===== src/rtl/pwm_capture.sv =====
// PWM input capture: measures high time and period of an external PWM signal
// in system clock cycles, exposed through a small chip-select register bus.
module pwm_capture #(
    parameter int CNT_W = 16
) (
    input  logic        i_sys_clk,
    input  logic        i_rst,
    input  logic        i_cs,
    input  logic        i_rd,
    input  logic [1:0]  i_addr,
    input  logic [15:0] i_wdata,
    output logic [15:0] o_rdata,
    input  logic        i_pwm_in,
    output logic        o_cap_valid
);

    typedef enum logic [1:0] {
        ST_IDLE = 2'd0,
        ST_ARM  = 2'd1,
        ST_HIGH = 2'd2,
        ST_LOW  = 2'd3
    } state_t;

    localparam logic [CNT_W-1:0] CNT_MAX = {CNT_W{1'b1}};
    localparam logic [CNT_W-1:0] CNT_ONE = {{(CNT_W-1){1'b0}}, 1'b1};

    state_t           r_state;
    state_t           w_state_next;
    logic             r_sync1;
    logic             r_sync2;
    logic             r_prev;
    logic             r_en;
    logic             r_valid;
    logic             r_ovf;
    logic [CNT_W-1:0] r_cnt;
    logic [CNT_W-1:0] r_high_shadow;
    logic [CNT_W-1:0] r_high;
    logic [CNT_W-1:0] r_period;
    logic [CNT_W-1:0] w_cnt_next;
    logic [CNT_W-1:0] w_cnt_inc;
    logic             w_rise;
    logic             w_fall;
    logic             w_wr_ctrl;
    logic             w_clr;
    logic             w_rd;
    logic             w_rd_period;
    logic             w_capture_high;
    logic             w_publish;
    logic             w_unused;

    assign w_rise      = r_sync2 & ~r_prev;
    assign w_fall      = ~r_sync2 & r_prev;
    assign w_wr_ctrl   = i_cs & ~i_rd & (i_addr == 2'd0);
    assign w_clr       = w_wr_ctrl & i_wdata[1];
    assign w_rd        = i_cs & i_rd;
    assign w_rd_period = w_rd & (i_addr == 2'd2);
    assign w_cnt_inc   = (r_cnt == CNT_MAX) ? CNT_MAX : (r_cnt + CNT_ONE);
    assign w_unused    = ^i_wdata[15:2];
    assign o_cap_valid = r_valid;

    // Next-state and counter control; clr overrides everything, then enable.
    always_comb begin
        w_state_next   = r_state;
        w_cnt_next     = r_cnt;
        w_capture_high = 1'b0;
        w_publish      = 1'b0;
        if (w_clr) begin
            w_state_next = i_wdata[0] ? ST_ARM : ST_IDLE;
            w_cnt_next   = '0;
        end else if (!r_en) begin
            w_state_next = ST_IDLE;
            w_cnt_next   = '0;
        end else begin
            case (r_state)
                ST_IDLE: begin
                    w_state_next = ST_ARM;
                    w_cnt_next   = '0;
                end
                ST_ARM: begin
                    if (w_rise) begin
                        w_state_next = ST_HIGH;
                        w_cnt_next   = CNT_ONE;
                    end else begin
                        w_state_next = ST_ARM;
                        w_cnt_next   = '0;
                    end
                end
                ST_HIGH: begin
                    w_cnt_next = w_cnt_inc;
                    if (w_fall) begin
                        w_state_next   = ST_LOW;
                        w_capture_high = 1'b1;
                    end else begin
                        w_state_next = ST_HIGH;
                    end
                end
                ST_LOW: begin
                    if (w_rise) begin
                        w_state_next = ST_HIGH;
                        w_cnt_next   = CNT_ONE;
                        w_publish    = 1'b1;
                    end else begin
                        w_state_next = ST_LOW;
                        w_cnt_next   = w_cnt_inc;
                    end
                end
                default: begin
                    w_state_next = ST_IDLE;
                    w_cnt_next   = '0;
                end
            endcase
        end
    end

    // FSM state register.
    always_ff @(posedge i_sys_clk) begin
        if (i_rst) begin
            r_state <= ST_IDLE;
        end else begin
            r_state <= w_state_next;
        end
    end

    // Input synchronizer, edge-detect flop and measurement counter.
    always_ff @(posedge i_sys_clk) begin
        if (i_rst) begin
            r_sync1 <= 1'b0;
            r_sync2 <= 1'b0;
            r_prev  <= 1'b0;
            r_cnt   <= '0;
        end else begin
            r_sync1 <= i_pwm_in;
            r_sync2 <= r_sync1;
            r_prev  <= r_sync2;
            r_cnt   <= w_cnt_next;
        end
    end

    // Control and result registers; a publish beats a PERIOD read on valid.
    always_ff @(posedge i_sys_clk) begin
        if (i_rst) begin
            r_en          <= 1'b0;
            r_valid       <= 1'b0;
            r_ovf         <= 1'b0;
            r_high_shadow <= '0;
            r_high        <= '0;
            r_period      <= '0;
        end else begin
            if (w_wr_ctrl) begin
                r_en <= i_wdata[0];
            end
            if (w_clr) begin
                r_valid       <= 1'b0;
                r_ovf         <= 1'b0;
                r_high_shadow <= '0;
                r_high        <= '0;
                r_period      <= '0;
            end else begin
                if (w_capture_high) begin
                    r_high_shadow <= r_cnt;
                end
                if (w_publish) begin
                    r_high   <= r_high_shadow;
                    r_period <= r_cnt;
                    r_valid  <= 1'b1;
                end else if (w_rd_period) begin
                    r_valid <= 1'b0;
                end
                if (w_cnt_next == CNT_MAX) begin
                    r_ovf <= 1'b1;
                end
            end
        end
    end

    // Registered read data, held when no read is in progress.
    always_ff @(posedge i_sys_clk) begin
        if (i_rst) begin
            o_rdata <= 16'd0;
        end else if (w_rd) begin
            case (i_addr)
                2'd0:    o_rdata <= {15'd0, r_en};
                2'd1:    o_rdata <= 16'(r_high);
                2'd2:    o_rdata <= 16'(r_period);
                2'd3:    o_rdata <= {14'd0, r_ovf, r_valid};
                default: o_rdata <= 16'd0;
            endcase
        end
    end

endmodule

===== config.mk =====
export PLATFORM = sky130hd
export DESIGN_NAME = pwm_capture
export DESIGN_NICKNAME = d
export VERILOG_FILES = /design/src/rtl/pwm_capture.sv
export SDC_FILE = /design/constraint.sdc
export NUM_CORES = 1
export LEC_CHECK = 0
export ABC_AREA = 0
export BUFFER_PORTS_ARGS = -buffer_cell sky130_fd_sc_hd__clkbuf_2
export CAP_MARGIN = 20
export CORE_ASPECT_RATIO = 1.25
export CORE_UTILIZATION = 30
export CTS_BUF_LIST = sky130_fd_sc_hd__clkbuf_4
export DETAILED_ROUTE_END_ITERATION = 10
export SLEW_MARGIN = 40
export SYNTH_ARGS = -nofsm -noshare
export SYNTH_HDL_FRONTEND = slang
export SYNTH_SLANG_ARGS = --single-unit

===== constraint.sdc =====
create_clock -name i_sys_clk -period 2.4 [get_ports i_sys_clk]
set_input_delay 0.24 -clock i_sys_clk [delete_from_list [all_inputs] [get_ports i_sys_clk]]
set_output_delay 0.24 -clock i_sys_clk [all_outputs]
set_load 0.02 [all_outputs]

## Word-level counts from Yosys, hierarchy flattened

Index checks and enable logic that the tools add are counted.
W data, S select, Z words.

- $add $sub $neg: 1
- Equality and inequality tests: 8
- Muxes and demuxes: 24
- Bitwise gates (word level): 10
- Reductions and logical operators: 4

Operators by type and width:

| operator | count |
|---|---|
| $pmux W16 S4 | 2 |
| $mux W16 | 4 |
| $eq A16 B16 Y1 const B | 2 |
| $add A16 B1 Y16 const B | 1 |
| $mux W1 | 14 |
| $eq A2 B2 Y1 const B | 4 |
| $pmux W2 S4 | 1 |
| $and A1 B1 Y1 | 7 |
| $mux W2 | 3 |
| $eq A2 B1 Y1 const B | 2 |
| $logic_not A2 Y1 | 2 |
| $not A1 Y1 | 3 |
| $reduce_bool A2 Y1 | 1 |
| $reduce_or A2 Y1 | 1 |

- Register bits after elaboration: 88
- Word-level logic and storage cells: 59

## Longest topological paths before layout

- Depth after elaboration: 7
- Mapped depth: 8
- Gate-level depth less buffers: 7

## Worst setup path before layout

Ideal clock, no wire load.

- Path type: register -> register
- Start: register r_cnt[0]
- End: register r_ovf
- Data arrival time: 1,684 ps
- Data required time: 2,327 ps
- Slack: 643 ps
- Stages on the path, launching flop included: 9
- Buffers on the path: 1
- Path through: dfxtp_1 ha_1 buf_4 nand3_1 nor4_2 xnor2_1 nor4_1 a21boi_1 o22ai_2

- Cells in the longest elaborated chain, start to end: 7

RTL lines:

| element | line | source |
|---|---|---|
| start, declared | 35 | `logic [CNT_W-1:0] r_cnt;` |
| start signal, assigned | 135 | `r_cnt <= w_cnt_next;` |
| $add A16 B1 Y16 / $eq A16 B16 Y1 (equally long branches) | 57 | `assign w_cnt_inc = (r_cnt == CNT_MAX) ? CNT_MAX : (r_cnt + CNT_ONE);` |
| $mux W16 (*) | 57 |  |
| $mux W16 | 98 | `if (w_rise) begin` |
| $pmux W16 S4 (*) | 74 | `case (r_state)` |
| $mux W16 (*) | 70 | `end else if (!r_en) begin` |
| $mux W16 (*) | 67 | `if (w_clr) begin` |
| $eq A16 B16 Y1 (*) | 169 | `if (w_cnt_next == CNT_MAX) begin` |
| end signal, assigned | 144 | `r_ovf <= 1'b0;` |
| end signal, assigned | 154 | `r_ovf <= 1'b0;` |
| end signal, assigned | 170 | `r_ovf <= 1'b1;` |
| end, declared | 34 | `logic r_ovf;` |

Mark *: on every way between the ends. The rest lies on a longest branch, timed or not.
A chain may end at the register's enable or synchronous reset.

## Final worst setup path

- Start: register r_cnt[3]
- End: register r_ovf

Same word-level chain as after synthesis.

==> impl_metrics.py <==
metrics = {
    "run_status": {
        "status": "completed",
    },
    "grt": {
        "antenna_found_initial": 1,
        "grt_pass1_wl_um": 12200,
        "grt_max_degree": 51,
        "grt_remaining_overflow": 0,
        "grt_pass1_vias": 2612,
        "track_usage_pct": 12.3,
    },
    "cts": {
        "post_cts_buffers": 0,
        "clk_pin_slew_ns": 0.13,
        "cts_buffer_depth": 2,
        "cts_tree": "built",
        "cts_buffers": 9,
        "cts_hold_buffers": 0,
        "cts-root-buf": "clkbuf_4",
        "numClockSinks": 88,
        "cts_resized": 0,
        "h-tree-depth": 3,
        "clkLatencyLatePin_ns": 0.43,
    },
    "floorplan": {
        "core.rowCount": 44,
        "die_x_um": 100,
        "dieArea_um2": 12600,
        "die_y_um": 125,
        "coreArea_um2": 11700,
        "start_util_pct": 31.0,
        "ios": 40,
    },
    "cells_and_area": {
        "layout-area-overhead-vs-synth_pct": 9.64,
        "fillers": 1228,
        "drive_gt1_share_pct": 14.3,
        "fin_cells": 589,
        "fin_nets": 446,
    },
    "logic_synthesis": {
        "synth_compound_area_share_pct": 15.6,
        "synth.area.top_cells": "dfxtp_1 (48%), nand2_1 (7.2%), a21oi_1 (6.9%)",
        "synth-simple-area-share_pct": 21.3,
        "ys_seq_elements": 88,
        "synth-xor-area-share_pct": 3.13,
        "syn_avg_cell_area_um2": 8.93,
        "yosysWarnings": 0,
        "synth_top_family_by_area": "simple AND/OR/NAND/NOR gates",
        "synthDistinctLibCells": 44,
        "synth_mux_area_share_pct": 6.16,
        "synthAdderAreaFrac_pct": 0.344,
        "netlist.area_leader.share_pct": 48.5,
        "synth_area_um2": 3630,
        "synth-seq-area-share_pct": 48.5,
        "syn_inst": 407,
        "syn-num-nets": 431,
        "yosysTopAreaCell": "dfxtp_1",
    },
    "route": {
        "num_vias": 2727,
        "ant_nets": 0,
        "wl_per_cell_um": 12.1,
        "firstDrtPassIters": 4,
        "route.detailed.drc": 0,
        "drt-total-wl_um": 7120,
        "first_iter_violations": 118,
        "viasPerCell": 4.63,
    },
    "sta": {
        "hold_ws_ns": 0.0463,
        "max_clock_freq_ghz": 0.509,
        "slew_violations": 0,
        "hold_viol": 0,
        "skew_ns": 0.0185,
        "min_period_over_period_pct": 81.8,
        "grt_setup_unrepaired": "false",
        "min_period_ns": 1.96,
        "finalSetupTns_ns": 0,
        "setup_ws_ns": 0.437,
        "final-setup-viol-count": 0,
        "max-slew-margin-rel_pct": 65.1,
        "tightest_slew_ns": 0.523,
    },
    "setup_path": {
        "max_stage_delay_ns": 0.61,
        "startpoint_type": "register",
        "critPathArrivalTime_ns": 2.33,
        "cp.required_ns": 2.77,
        "worstSetupEndpoint": "r_ovf$_SDFFE_PP0N_",
        "startpoint": "r_cnt[3]$_SDFF_PP0_",
        "end_kind": "register",
        "path_cells": "and4_1, nand4_1, or2_1, a21boi_1, o22ai_2",
        "slowest_stage": "dfxtp_1",
        "reg2reg_from": "r_cnt[3]$_SDFF_PP0_",
        "r2r_slack_ns": 0.44,
        "critPathKind": "reg2reg",
        "reg2reg_depth": 5,
        "worst_r2r_endpoint": "r_ovf$_SDFFE_PP0N_",
        "worstPathMaxFanout": 15,
    },
    "placed_design": {
        "hpwl_um": 4910,
        "placedCellCount": 572,
        "place_congestion": 0.830,
        "preCtsSetupSlack_ns": 0.464,
        "port_buffers": 25,
    },
    "power_and_ir_drop": {
        "total_power_mw": 2.27,
        "power_per_cell_area_nw_per_um2": 570,
        "leakagePower_nw": 1.43,
        "ir_drop_mv": 0.179,
    },
    "flow_run": {
        "cap_viol_max_count": 0,
    },
    "hold_path": {
        "hold_path.class": "in2reg",
    },
}
placed cells by master (no fill, tap or decap), drive strengths merged, types with 2 or more instances in the layout:
| master | Yosys | routed |
|---|---|---|
| a211oi | 16 | 16 |
| a21boi | 2 | 2 |
| a21oi | 50 | 50 |
| a22oi | 15 | 15 |
| and2 | 2 | 2 |
| and3 | 2 | 2 |
| and4 | 2 | 2 |
| buf | 18 | 11 |
| clkbuf | 14 | 35 |
| clkinv | 0 | 6 |
| dfxtp | 88 | 88 |
| inv | 5 | 5 |
| mux2i | 19 | 19 |
| nand2 | 71 | 71 |
| nand2b | 3 | 3 |
| nand3 | 9 | 9 |
| nand3b | 4 | 4 |
| nand4 | 9 | 9 |
| nor2 | 38 | 38 |
| nor2b | 8 | 8 |
| nor3 | 2 | 2 |
| nor4 | 3 | 3 |
| o21ai | 2 | 2 |
| xnor2 | 8 | 8 |
| xor2 | 5 | 5 |
flip-flops by register name, summed over array words and instances, names as in the netlist:
register       cells
o_cap_valid        1
o_rdata           16
r_cnt             16
r_en               1
r_high            16
r_high_shadow     16
r_ovf              1
r_period          16
r_prev             1
r_state            2
r_sync1            1
r_sync2            1
power breakdown:
| part | switching (mW) | total (mW) | internal [mW] |
|---|---|---|---|
| clock | 0.464 | 0.674 | 0.210 |
| sequential | 0.00840 | 1.49 | 1.48 |
| combinational | 0.0754 | 0.111 | 0.0354 |
| total | 0.548 | 2.27 | 1.72 |
metal layers:
| metal | share of wire [%] | track usage (%) | vias to the layer above | routed length (um) |
|---|---|---|---|---|
| met5 | 0 | 0 | - | 0 |
| met2 | 50 | 20.8 | 30 | 3550 |
| met1 | 46 | 14.7 | 1253 | 3310 |
| met3 | 1.9 | 2.85 | 6 | 133 |
| met4 | 1.7 | 5.63 | 0 | 123 |
| li1 | - | - | 1438 | - |
final cells by class:
type                            instances  area, um2  share of cell area (%)
Antenna cell                            1       2.50                  0.0628
Clock buffer                           10       75.1                    1.88
Clock inverter                          6       26.3                   0.660
Inverter                                5       18.8                   0.471
Multi-Input combinational cell        282       1690                    42.4
Sequential cell                        88       1760                    44.2
Tap cell                              161        201                    5.06
Timing Repair Buffer                   36        208                    5.21
cell usage after synthesis, drive strengths merged:
cell type and count:
a22oi 15, clkbuf 14, nor2b 8, mux2 1
a211oi 16, o21ai 2, ha 1, nand3b 4
and3 2, o22ai 1, nand3 9, o211a 1
buf 18, or3 1, nand2 71, a2111oi 1
nor4 3, o31ai 1, nor4b 1, xnor2 8
o21a 1, nor2 38, xor2 5, nand4 9
dfxtp 88, and4 2, nor3 2, mux2i 19
a31oi 1, nand2b 3, inv 5, mux4 1
a21oi 50, and2 2, a21boi 2, or2 1
how the worst min path moves through the flow:
stage | from | end | slack [ns] | cells after the start
5_1_grt | i_pwm_in | r_sync1$_SDFF_PP0_ | 0.02 | 2
3_3_place_gp | r_sync1$_SDFF_PP0_ | r_sync2$_SDFF_PP0_ | 0.43 | 1
4_1_cts | i_pwm_in | r_sync1$_SDFF_PP0_ | 0.02 | 2
2_1_floorplan | i_rst | r_prev$_SDFF_PP0_ | 0.31 | 1
3_5_place_dp | r_sync1$_SDFF_PP0_ | r_sync2$_SDFF_PP0_ | 0.43 | 1
6_report | i_pwm_in | r_sync1$_SDFF_PP0_ | 0.05 | 2
cell families (layout without fill, tap and decap cells):
logic type / Yosys count / count (layout)
DFF: 88 / 88
adders and majority gates: 1 / 1
and+or+nand+nor: 156 / 156
other: 0 / 1
xor gates and xnor gates: 13 / 13
muxes: 21 / 21
buffers and inverters: 37 / 57
AOI/OAI and AO/OA: 91 / 91
worst max-delay path: cells and delay by family, from the launching register on:
family	cells	cell delay [ns]
AO/OA/AOI/OAI	2	0.32
AND/OR/NAND/NOR	3	0.97
flip-flops	1	0.61
through the flow:
stage	cell area [um2]	utilization, %
4_1_cts	3980	34.0
5_1_grt	3980	34.0
3_3_place_gp	3880	33.1
3_5_place_dp	3880	33.1
6_report	3980	34.0
2_1_floorplan	3630	-
(Power assumes the default switching activity.)
